File: config.mk
export PLATFORM = sky130hd
export DESIGN_NAME = comparador_serial_izqder
export DESIGN_NICKNAME = d
export VERILOG_FILES = /design/src/rtl/comparador_serial_izqder.sv
export SDC_FILE = /design/constraint.sdc
export NUM_CORES = 1
export LEC_CHECK = 0
export CORE_AREA = 2 2 44 66
export CTS_CLUSTER_SIZE = 14
export DETAILED_ROUTE_END_ITERATION = 7
export DIE_AREA = 0 0 46 68
export HOLD_SLACK_MARGIN = 0.15
export PLACE_DENSITY = 0.61
export REMOVE_ABC_BUFFERS = 1
export SLEW_MARGIN = 20
export SYNTH_ARGS = -nofsm -noshare
export SYNTH_HDL_FRONTEND = slang
export SYNTH_SLANG_ARGS = --single-unit
File: constraint.sdc
create_clock -name clk -period 1.3 [get_ports clk]
set_input_delay 0.13 -clock clk [delete_from_list [all_inputs] [get_ports clk]]
set_output_delay 0.13 -clock clk [all_outputs]
set_load 0.05 [all_outputs]
File: src/rtl/comparador_serial_izqder.sv
// Bit-serial MSB-first magnitude comparator front end.
// Captures A and B on an accepted start, presents one bit pair per cycle
// (a_bit/b_bit, MSB first) and tracks the running relation (y,z):
//   01 = equal so far, 10 = A>B, 11 = A<B.
// Optional build macro COMPARADOR_EARLY_EXIT_EN: leave SHIFT on the first
// differing bit instead of always consuming all N bits.
module comparador_serial_izqder #(
  parameter int N  = 4,
  parameter int CW = 3
) (
  input  logic         clk,
  input  logic         rst_n,
  input  logic         start,
  input  logic [N-1:0] A,
  input  logic [N-1:0] B,
  output logic         a_bit,
  output logic         b_bit,
  output logic         bit_valid,
  output logic         y,
  output logic         z,
  output logic         busy,
  output logic         done
);

  typedef enum logic [1:0] {
    S_IDLE  = 2'd0,
    S_SHIFT = 2'd1,
    S_DONE  = 2'd2
  } state_e;

  localparam logic [1:0] YZ_EQ = 2'b01;
  localparam logic [1:0] YZ_GT = 2'b10;
  localparam logic [1:0] YZ_LT = 2'b11;

  state_e        state_q, state_d;
  logic [N-1:0]  a_sh_q, a_sh_d;
  logic [N-1:0]  b_sh_q, b_sh_d;
  logic [CW-1:0] idx_q, idx_d;
  logic [1:0]    yz_q, yz_d;
  logic          a_bit_q, a_bit_d;
  logic          b_bit_q, b_bit_d;
  logic          valid_q, valid_d;
  logic          busy_q, busy_d;
  logic          done_q, done_d;

  // Next-state logic: operand capture, serial compare and shifting.
  always_comb begin
    state_d = state_q;
    a_sh_d  = a_sh_q;
    b_sh_d  = b_sh_q;
    idx_d   = idx_q;
    yz_d    = yz_q;
    case (state_q)
      S_IDLE: begin
        if (start) begin
          a_sh_d  = A;
          b_sh_d  = B;
          yz_d    = YZ_EQ;
          idx_d   = CW'(N - 1);
          state_d = S_SHIFT;
        end else begin
          state_d = S_IDLE;
        end
      end
      S_SHIFT: begin
        // Only the first differing bit decides; afterwards the code is sticky.
        if (yz_q == YZ_EQ) begin
          if (a_sh_q[N-1] && !b_sh_q[N-1]) begin
            yz_d = YZ_GT;
          end else if (!a_sh_q[N-1] && b_sh_q[N-1]) begin
            yz_d = YZ_LT;
          end else begin
            yz_d = YZ_EQ;
          end
        end else begin
          yz_d = yz_q;
        end
        a_sh_d = {a_sh_q[N-2:0], 1'b0};
        b_sh_d = {b_sh_q[N-2:0], 1'b0};
        idx_d  = idx_q - CW'(1);
        if (idx_q == '0) begin
          idx_d   = '0;
          state_d = S_DONE;
`ifdef COMPARADOR_EARLY_EXIT_EN
        end else if ((yz_q == YZ_EQ) && (yz_d != YZ_EQ)) begin
          idx_d   = '0;
          state_d = S_DONE;
`endif
        end else begin
          state_d = S_SHIFT;
        end
      end
      S_DONE: begin
        state_d = S_IDLE;
      end
      default: begin
        state_d = S_IDLE;
      end
    endcase
  end

  // Output next-state: decoded from the upcoming state so outputs are registered.
  always_comb begin
    valid_d = (state_d == S_SHIFT);
    busy_d  = (state_d == S_SHIFT);
    done_d  = (state_d == S_DONE);
    if (state_d == S_SHIFT) begin
      a_bit_d = a_sh_d[N-1];
      b_bit_d = b_sh_d[N-1];
    end else begin
      a_bit_d = 1'b0;
      b_bit_d = 1'b0;
    end
  end

  // State and datapath registers with asynchronous reset.
  always_ff @(posedge clk or negedge rst_n) begin
    if (!rst_n) begin
      state_q <= S_IDLE;
      a_sh_q  <= '0;
      b_sh_q  <= '0;
      idx_q   <= '0;
      yz_q    <= YZ_EQ;
      a_bit_q <= 1'b0;
      b_bit_q <= 1'b0;
      valid_q <= 1'b0;
      busy_q  <= 1'b0;
      done_q  <= 1'b0;
    end else begin
      state_q <= state_d;
      a_sh_q  <= a_sh_d;
      b_sh_q  <= b_sh_d;
      idx_q   <= idx_d;
      yz_q    <= yz_d;
      a_bit_q <= a_bit_d;
      b_bit_q <= b_bit_d;
      valid_q <= valid_d;
      busy_q  <= busy_d;
      done_q  <= done_d;
    end
  end

  assign a_bit     = a_bit_q;
  assign b_bit     = b_bit_q;
  assign bit_valid = valid_q;
  assign busy      = busy_q;
  assign done      = done_q;
  assign y         = yz_q[1];
  assign z         = yz_q[0];

endmodule

# Yosys cells after proc, flatten, opt, wreduce, memory -nomap -nowiden

Index checks and enable logic that the tools add are counted.

Bits in registers: 19
Input bits: 11
Latch bits: 0
Logic and storage cells: 44
Memories kept: 0
RAM bits: 0
Memory bits (read-only): 0

Multipliers: 0
Multiplexer cells: 17
Magnitude comparators: 0
Equal/unequal tests: 6
Shift-type cells: 0
$add $sub $neg: 1
Bitwise gates (word level): 0
Reductions and logical operators: 9
Divide/modulo/power cells: 0

Operators by type and width:

| kind                                             | number |
|---|---|
| one-hot mux 4 bit (2 select lines)               | 2 |
| two-way mux 2 bit                                | 5 |
| two-way mux 4 bit                                | 2 |
| one-hot mux 2 bit (2 select lines)               | 2 |
| == test 2 x 1 -> 1 bit, second input constant    | 3 |
| two-way mux 3 bit                                | 2 |
| one-hot mux 3 bit (2 select lines)               | 1 |
| inequality test 2 bit, second input constant     | 2 |
| logical NOT 3 bit                                | 1 |
| two-way mux 1 bit                                | 3 |
| AND reduction 3 bit                              | 1 |
| subtractor 3 x 1 -> 3 bit, second input constant | 1 |
| == test 2 bit, second input constant             | 1 |
| logical AND 1 bit                                | 2 |
| logical NOT 1 bit                                | 2 |
| logical NOT 2 bit                                | 1 |
| AND reduction 2 bit                              | 1 |
| nonzero test 2 bit                               | 1 |

# Depth between registers and ports, before layout

Gate-level depths: netlist of run 1.

Depth in word-level cells: 6
Depth in mapped cells: 5

# Worst setup path before layout of run 1

Ideal clock, no wire load.

Path type: reg-to-reg
Start: register state_q[0]
End: register b_bit_q, in the netlist b_bit
Stages on the path, launching flop included: 5
Clock period less this slack: 1195 ps
Arrival: 1073 ps
Setup slack: 105 ps
Cells stage by stage: dfrtp_1 -> buf_4 -> or3b_1 -> a21oi_1 -> nor2_1

Longest elaborated chain between the ends: 4
Elaborated cells on any way between the ends: 6
Those cells by class: eq/ne: 2; mux: 3; reduce/logical: 1

Ends and longest elaborated chain:

| item                                                        | RTL line | text |
|---|---|---|
| start: declaration                                          | 35       | `state_e state_q, state_d;` |
| start signal: assignment                                    | 130      | `state_q <= state_d;` |
| == test 2 x 1 -> 1 bit or logical NOT 2 bit (tied branches) | 53       | `case (state_q)` |
| one-hot mux 2 bit (2 select lines)                          | 53       |  |
| == test 2 x 1 -> 1 bit                                      | 107      | `if (state_d == S_SHIFT) begin` |
| two-way mux 1 bit *                                         | 107      |  |
| named net b_bit_d                                           | 41       | `logic b_bit_q, b_bit_d;` |
| end signal: assignment                                      | 136      | `b_bit_q <= b_bit_d;` |
| end: declaration                                            | 41       |  |

The timed path passes the listed nets; every way through them passes the cells marked *.
A chain may end at the register's enable or synchronous reset.

# Worst setup path in the final report of run 1

Start: register state_q[0]
End: register idx_q[2]

Longest elaborated chain between the ends: 3
Elaborated cells on any way between the ends: 6
Those cells by class: eq/ne: 2; mux: 1; reduce/logical: 3

Ends and longest elaborated chain:

| item                                                                  | RTL line | text |
|---|---|---|
| == test 2 x 1 -> 1 bit or logical NOT 2 bit (tied branches)           | 53       |  |
| nonzero test 2 bit (no line) or inequality test 2 bit (tied branches) | n/a      |  |
| AND reduction 2 bit (no line)                                         | n/a      |  |
| end signal: assignment                                                | 133      | `idx_q <= idx_d;` |
| end: declaration                                                      | 38       | `logic [CW-1:0] idx_q, idx_d;` |

Parallel ways exist; a longest one is shown, timed or not.

==> impl_metrics.py, run 1 <==
metrics = {
    "sta": {
        "hold_viol_final": 0,
        "finalSetupTns_ps": 0,
        "max_slew_margin": 0.817,
        "finalCritPeriodShare": 0.944,
        "setup_viol": 0,
        "fmax_mhz": 815,
        "tightest_slew_ps": 275,
        "clock_skew_ps": 5.53,
        "period_needed_ps": 1230,
        "drv_slew": 0,
        "rsz0062_at_grt": "false",
    },
    "clock_network": {
        "cts_tree": "yes",
        "cts_buffers": 3,
        "postCtsResizedCells": 0,
        "cts_root_buf": "clkbuf_8",
        "cts_hold_buf": 0,
        "h-tree-depth": 1,
        "cts_sinks": 19,
        "clkLatencyLatePin_ps": 250,
        "clk_path_buf_depth": 2,
        "clkTransAtPathRegs_ps": 70,
        "post-cts-setup-buffers": 0,
    },
    "floorplan": {
        "die_area_sq_um": 3130,
        "fp.dieW_um": 46,
        "fp.dieH_um": 68,
        "rows": 23,
        "core_region_area_sq_um": 2590,
        "io_pins": 18,
        "start_util": 0.330,
    },
    "grt": {
        "grt_usage": 0.134,
        "grt_remaining_overflow": 0,
        "grt_pass1_vias": 700,
        "grt_pass1_wl_um": 3010,
        "grt_start_max_net_pins": 20,
        "antenna_found_initial": 0,
    },
    "drt": {
        "drc": 0,
        "antenna_left": 0,
        "viasPerCell": 5.07,
        "vias": 679,
        "drtIter0Drc": 19,
        "wl_per_cell_um": 12.6,
        "drt-total-wl_um": 1680,
        "dr.pass1.iters": 4,
    },
    "worst_setup_path": {
        "cp-start-kind": "flop",
        "r2r_end": "idx_q[2]",
        "cp_num_buf_inv": 2,
        "worstPathRequired_ps": 1440,
        "crit_type": "flop to flop",
        "reg2reg_depth": 5,
        "cpLargestDelayFamily": "flip-flops",
        "end_kind": "flop",
        "critPathSlowestCell": "dfrtp_2",
        "r2r_setup_slack_ps": 70,
        "cp_slowest_stage_delay_ps": 460,
        "critPathMostFrequentCell": "buf_4",
        "critical_path_arrival_ps": 1370,
        "path_max_fanout": 8,
        "rr_startpoint": "state_q[0]",
        "crit_path_cell_trace": "buf_4, nor2b_1, buf_4, nor2_1, o21a_1",
    },
    "yosys": {
        "yosys.area.top_type": "dfrtp_1",
        "synthesis.area_sq_um": 855,
        "synth_top_area_share": 0.527,
        "ys_ff_latch": 19,
        "synthFlopType": "dfrtp_1",
        "ys_top_cells_by_count": "dfrtp_1, a21oi_1, nand2_1, nor2_1, o21ai_0",
        "synth_area_leaders": "dfrtp_1, a21oi_1, o21ai_0, a22oi_1, dfstp_2",
        "synthArstFlopShare": 1.00,
        "synth-warning-count": 0,
        "ys_seq_area_frac": 0.558,
        "yosys.cell_types.count": 26,
        "yosysMostFrequentCell": "dfrtp_1",
        "avgSynthCellArea_sq_um": 10.1,
        "synth_edf_count": 0,
        "syn_inst": 85,
    },
    "cells_and_area": {
        "fin_util": 0.468,
        "n_antenna_cell": 0,
        "final_area_sq_um": 1210,
        "layout-drive-gt1-share": 0.220,
        "n_fill_cell": 252,
        "syn_to_final_growth_pct": 41.7,
        "nets": 122,
    },
    "power_and_ir_drop": {
        "totalPowerFinal_mw": 3.24,
        "power.density_nw_per_um2": 2680,
        "vdd_drop_max_uv": 949,
        "leakagePower_nw": 0.535,
    },
    "placement": {
        "placed_cell_area_sq_um": 1160,
        "place_congestion": 0.719,
        "portBuffers": 17,
        "hpwl_um": 1300,
    },
    "status": {
        "status": "finished clean",
    },
    "job": {
        "drv_cap": 0,
    },
    "worst_hold_path": {
        "hp-class": "input port to asynchronous set/reset pin",
    },
}
## how the worst max path moves through the flow
stage	to	cells past startpoint	from
3_3_place_gp	a_bit	4	start
4_1_cts	b_bit	3	state_q[0]
3_5_place_dp	b_sh_q[0]	5	start
6_report	idx_q[2]	5	state_q[0]
2_1_floorplan	b_bit	3	state_q[0]
5_1_grt	idx_q[2]	5	state_q[0]
## worst register-to-register path, cell delays in order, from the launching register on
cell     delay, ps
dfrtp_2        460
buf_4          170
nor2b_1        120
buf_4          160
nor2_1          40
o21a_1         170
## flip-flops by register name, indices dropped and copies added (netlist names)
register	cells
done	1
a_bit	1
b_bit	1
a_sh_q	4
b_sh_q	4
state_q	2
yz_q	2
idx_q	3
busy	1
## layout by cell type, fill, tap and decap left out, types with 2 or more instances in the layout
master / synthesis / routed
a22oi_1: 4 / 4
nor3b_1: 2 / 2
nand2b_1: 3 / 3
o21ai_0: 6 / 6
or3b_1: 2 / 2
nor2_1: 7 / 7
a21oi_1: 7 / 7
o21ai_1: 4 / 4
dfrtp_1: 18 / 17
inv_1: 5 / 5
clkdlybuf4s50_1: 0 / 10
nand2_1: 7 / 7
clkbuf_8: 0 / 3
nor2b_1: 4 / 4
buf_4: 2 / 8
buf_12: 0 / 7
## final cells by class
| class | instances | area [sq um] | area share |
|---|---|---|---|
| clock buffers | 4 | 45.0 | 0.0372 |
| multi-input cells | 56 | 338 | 0.279 |
| well taps | 25 | 31.3 | 0.0258 |
| inverters | 5 | 18.8 | 0.0155 |
| repair buffers | 25 | 300 | 0.248 |
| flip-flops and latches | 19 | 478 | 0.395 |
## through the flow
stage               setup slack, ps  hold slack (ps)  instances
global placement               -121              459        130
detailed placement             -141              466        130
global route                   6.22              235        134
CTS                            7.18              213        134
finish                         72.3              208        134
floorplan                     -16.1             -166         80
## per-layer routing
layer  up-vias  part of all wire  track usage
met5         -                 0            0
met4         0             0.016       0.0857
met3         2             0.025       0.0158
met2        14              0.53        0.217
met1       328              0.43        0.161
li1        335                 -            -
## report_power, final
part | internal [mW] | switching, mW | total [mW]
Combinational | 0.844 | 0.873 | 1.72
Sequential | 0.865 | 0.256 | 1.12
Clock | 0.217 | 0.184 | 0.402
Total | 1.93 | 1.31 | 3.24
## cells by family (layout without fill, tap and decap cells)
| logic type | count (synthesis) | after routing | synth area share |
|---|---|---|---|
| and+or+nand+nor | 28 | 28 | 0.182 |
| AOI/OAI and AO/OA | 27 | 27 | 0.190 |
| DFF | 19 | 19 | 0.558 |
| buffers and inverters | 10 | 34 | 0.0556 |
| adders and majority gates | 1 | 1 | 0.0146 |
(Power assumes the default switching activity.)
==> run 2: changes to the inputs <==
Settings changed: CTS_BUF_LIST set to sky130_fd_sc_hd__clkbuf_8, GPL_TIMING_DRIVEN set to 0.
==> run 2 against run 1 <==
Global-route usage shrank 0.74 points. Via count shrank 4.6%. Clock skew shrank 1.7 ps. First-iteration DRC count shrank 21%. Non-clock buffer count shrank 5. Critical path depth shrank 4. Routed wire length shrank 4.5%. Worst hold slack gained 140 ps. Die area is the same. Flip-flop and latch count is the same. Combinational power shrank 23%. Critical endpoint is now done. Largest cell class unchanged. Highest routed layer unchanged.
==> impl_metrics.py, run 2 (synthesis results as in run 1) <==
metrics = {
    "power_and_ir_drop": {
        "leakagePower_nw": 0.498,
        "power.density_nw_per_um2": 2570,
        "vdd_drop_max_uv": 982,
    },
    "drt": {
        "drc": 0,
        "drt-total-wl_um": 1610,
        "antenna_left": 0,
        "drtIter0Drc": 15,
        "wl_per_cell_um": 12.5,
        "vias": 648,
        "viasPerCell": 5.02,
        "dr.pass1.iters": 4,
    },
    "floorplan": {
        "core_region_area_sq_um": 2590,
        "rows": 23,
        "die_area_sq_um": 3130,
        "fp.dieW_um": 46,
        "fp.dieH_um": 68,
        "start_util": 0.330,
        "io_pins": 18,
    },
    "worst_setup_path": {
        "cp_num_buf_inv": 1,
        "rr_startpoint": "state_q[0]",
        "worstPathRequired_ps": 1170,
        "crit_path_cell_trace": "dlygate4sd2_1",
        "reg2reg_depth": 3,
        "critPathSlowestCell": "dlygate4sd2_1",
        "critical_path_arrival_ps": 1110,
        "r2r_setup_slack_ps": 80,
        "cpLargestDelayFamily": "buffers and inverters",
        "r2r_end": "a_bit",
        "crit_type": "flop to output pin",
        "cp_slowest_stage_delay_ps": 520,
        "path_max_fanout": 1,
        "end_kind": "output pin",
        "cp-startpoint": "done",
        "cp-start-kind": "flop",
    },
    "placement": {
        "hpwl_um": 1130,
        "portBuffers": 17,
        "place_ws_ps": -283,
        "place_congestion": 0.726,
    },
    "grt": {
        "grt_pass1_wl_um": 2830,
        "grt_pass1_vias": 648,
        "antenna_found_initial": 0,
        "grt_remaining_overflow": 0,
        "grt_usage": 0.126,
        "grt_start_max_net_pins": 20,
    },
    "cells_and_area": {
        "layout-drive-gt1-share": 0.192,
        "reg_top3": "a_sh_q (4), b_sh_q (4), idx_q (3)",
        "fin_util": 0.424,
        "n_antenna_cell": 0,
        "final_common_cell": "dfrtp_1",
        "final_cell_mix": "dfrtp_1, clkdlybuf4s50_1, nor2_1, nand2_1",
        "n_fill_cell": 250,
        "nets": 117,
        "syn_to_final_growth_pct": 28.4,
    },
    "sta": {
        "max_slew_margin": 0.444,
        "drv_slew": 0,
        "fmax_mhz": 804,
        "hold_slack_ps": 352,
        "setup_viol": 0,
        "hold_viol_final": 0,
        "setup_ws_ps": 56.4,
        "tightest_slew_ps": 831,
        "rsz0062_at_grt": "false",
        "clock_skew_ps": 3.86,
        "finalCritPeriodShare": 0.957,
        "period_needed_ps": 1240,
    },
    "clock_network": {
        "cts_buffers": 3,
        "cts_sinks": 19,
        "clk_path_buf_depth": 2,
        "h-tree-depth": 1,
        "clkTransAtPathRegs_ps": 70,
        "cts_root_buf": "clkbuf_8",
        "clkLatencyLatePin_ps": 250,
        "cts_tree": "yes",
    },
    "status": {
        "status": "finished clean",
    },
    "job": {
        "drv_cap": 0,
    },
    "worst_hold_path": {
        "hp-class": "input port to asynchronous set/reset pin",
    },
}
-- run 2: cell types whose count changed in the layout (fill, tap and decap cells not counted), sizes merged --
cell / delta
clkdlybuf4s50: -1
buf: -11
dlygate4sd2: +5
clkinv: +1
dlymetal6s2s: +1
-- run 2: area by class of cell --
| type | count | area [sq um] | area share |
|---|---|---|---|
| timing repair buffer | 20 | 179 | 0.163 |
| clock buffer | 3 | 41.3 | 0.0376 |
| sequential | 19 | 479 | 0.437 |
| tap | 25 | 31.3 | 0.0285 |
| clock inverter | 1 | 5.00 | 0.00456 |
| inverter | 5 | 18.8 | 0.0171 |
| multi-input combinational | 56 | 343 | 0.312 |
-- run 2: report_power, final --
group	switching [mW]	internal, mW
Sequential	0.234	0.865
Combinational	0.821	0.501
Clock	0.189	0.213
Total	1.24	1.58
-- run 2: metrics by stage --
step / TNS (ps) / std cells / cell area [sq um] / total power [mW]
detailed placement: -3810 / 122 / 1030 / 2.43
global placement: -3220 / 122 / 1030 / 2.38
global route: 0 / 129 / 1100 / 3.05
finish: 0 / 129 / 1100 / 2.82
floorplan: -59.5 / 80 / 826 / 2.00
CTS: 0 / 129 / 1090 / 2.84
-- run 2: worst max path at each step --
stage | cells after the start | slack, ps | endpoint
finish | 1 | 60 | done
detailed placement | 4 | -280 | a_sh_q[1]
CTS | 1 | 9 | y
floorplan | 3 | -20 | b_bit
global route | 1 | 7 | done
global placement | 4 | -240 | idx_q[2]
-- run 2: repair_timing --
item / 4_1_cts / 5_1_grt
pin swaps: 0 / 0
setup buffers: 3 / 0
hold buffers: 0 / 0
resized for setup: 14 / 6
setup endpoints to repair: 24 / 12
endpoints found under the hold margin: 0 / 0
-- run 2: metal layers --
metal,vias to the layer above,part of all wire,GRT usage
li1,326,-,-
met5,-,0,0
met1,298,0.47,0.162
met2,18,0.47,0.191
met3,6,0.029,0.0158
met4,0,0.032,0.0893
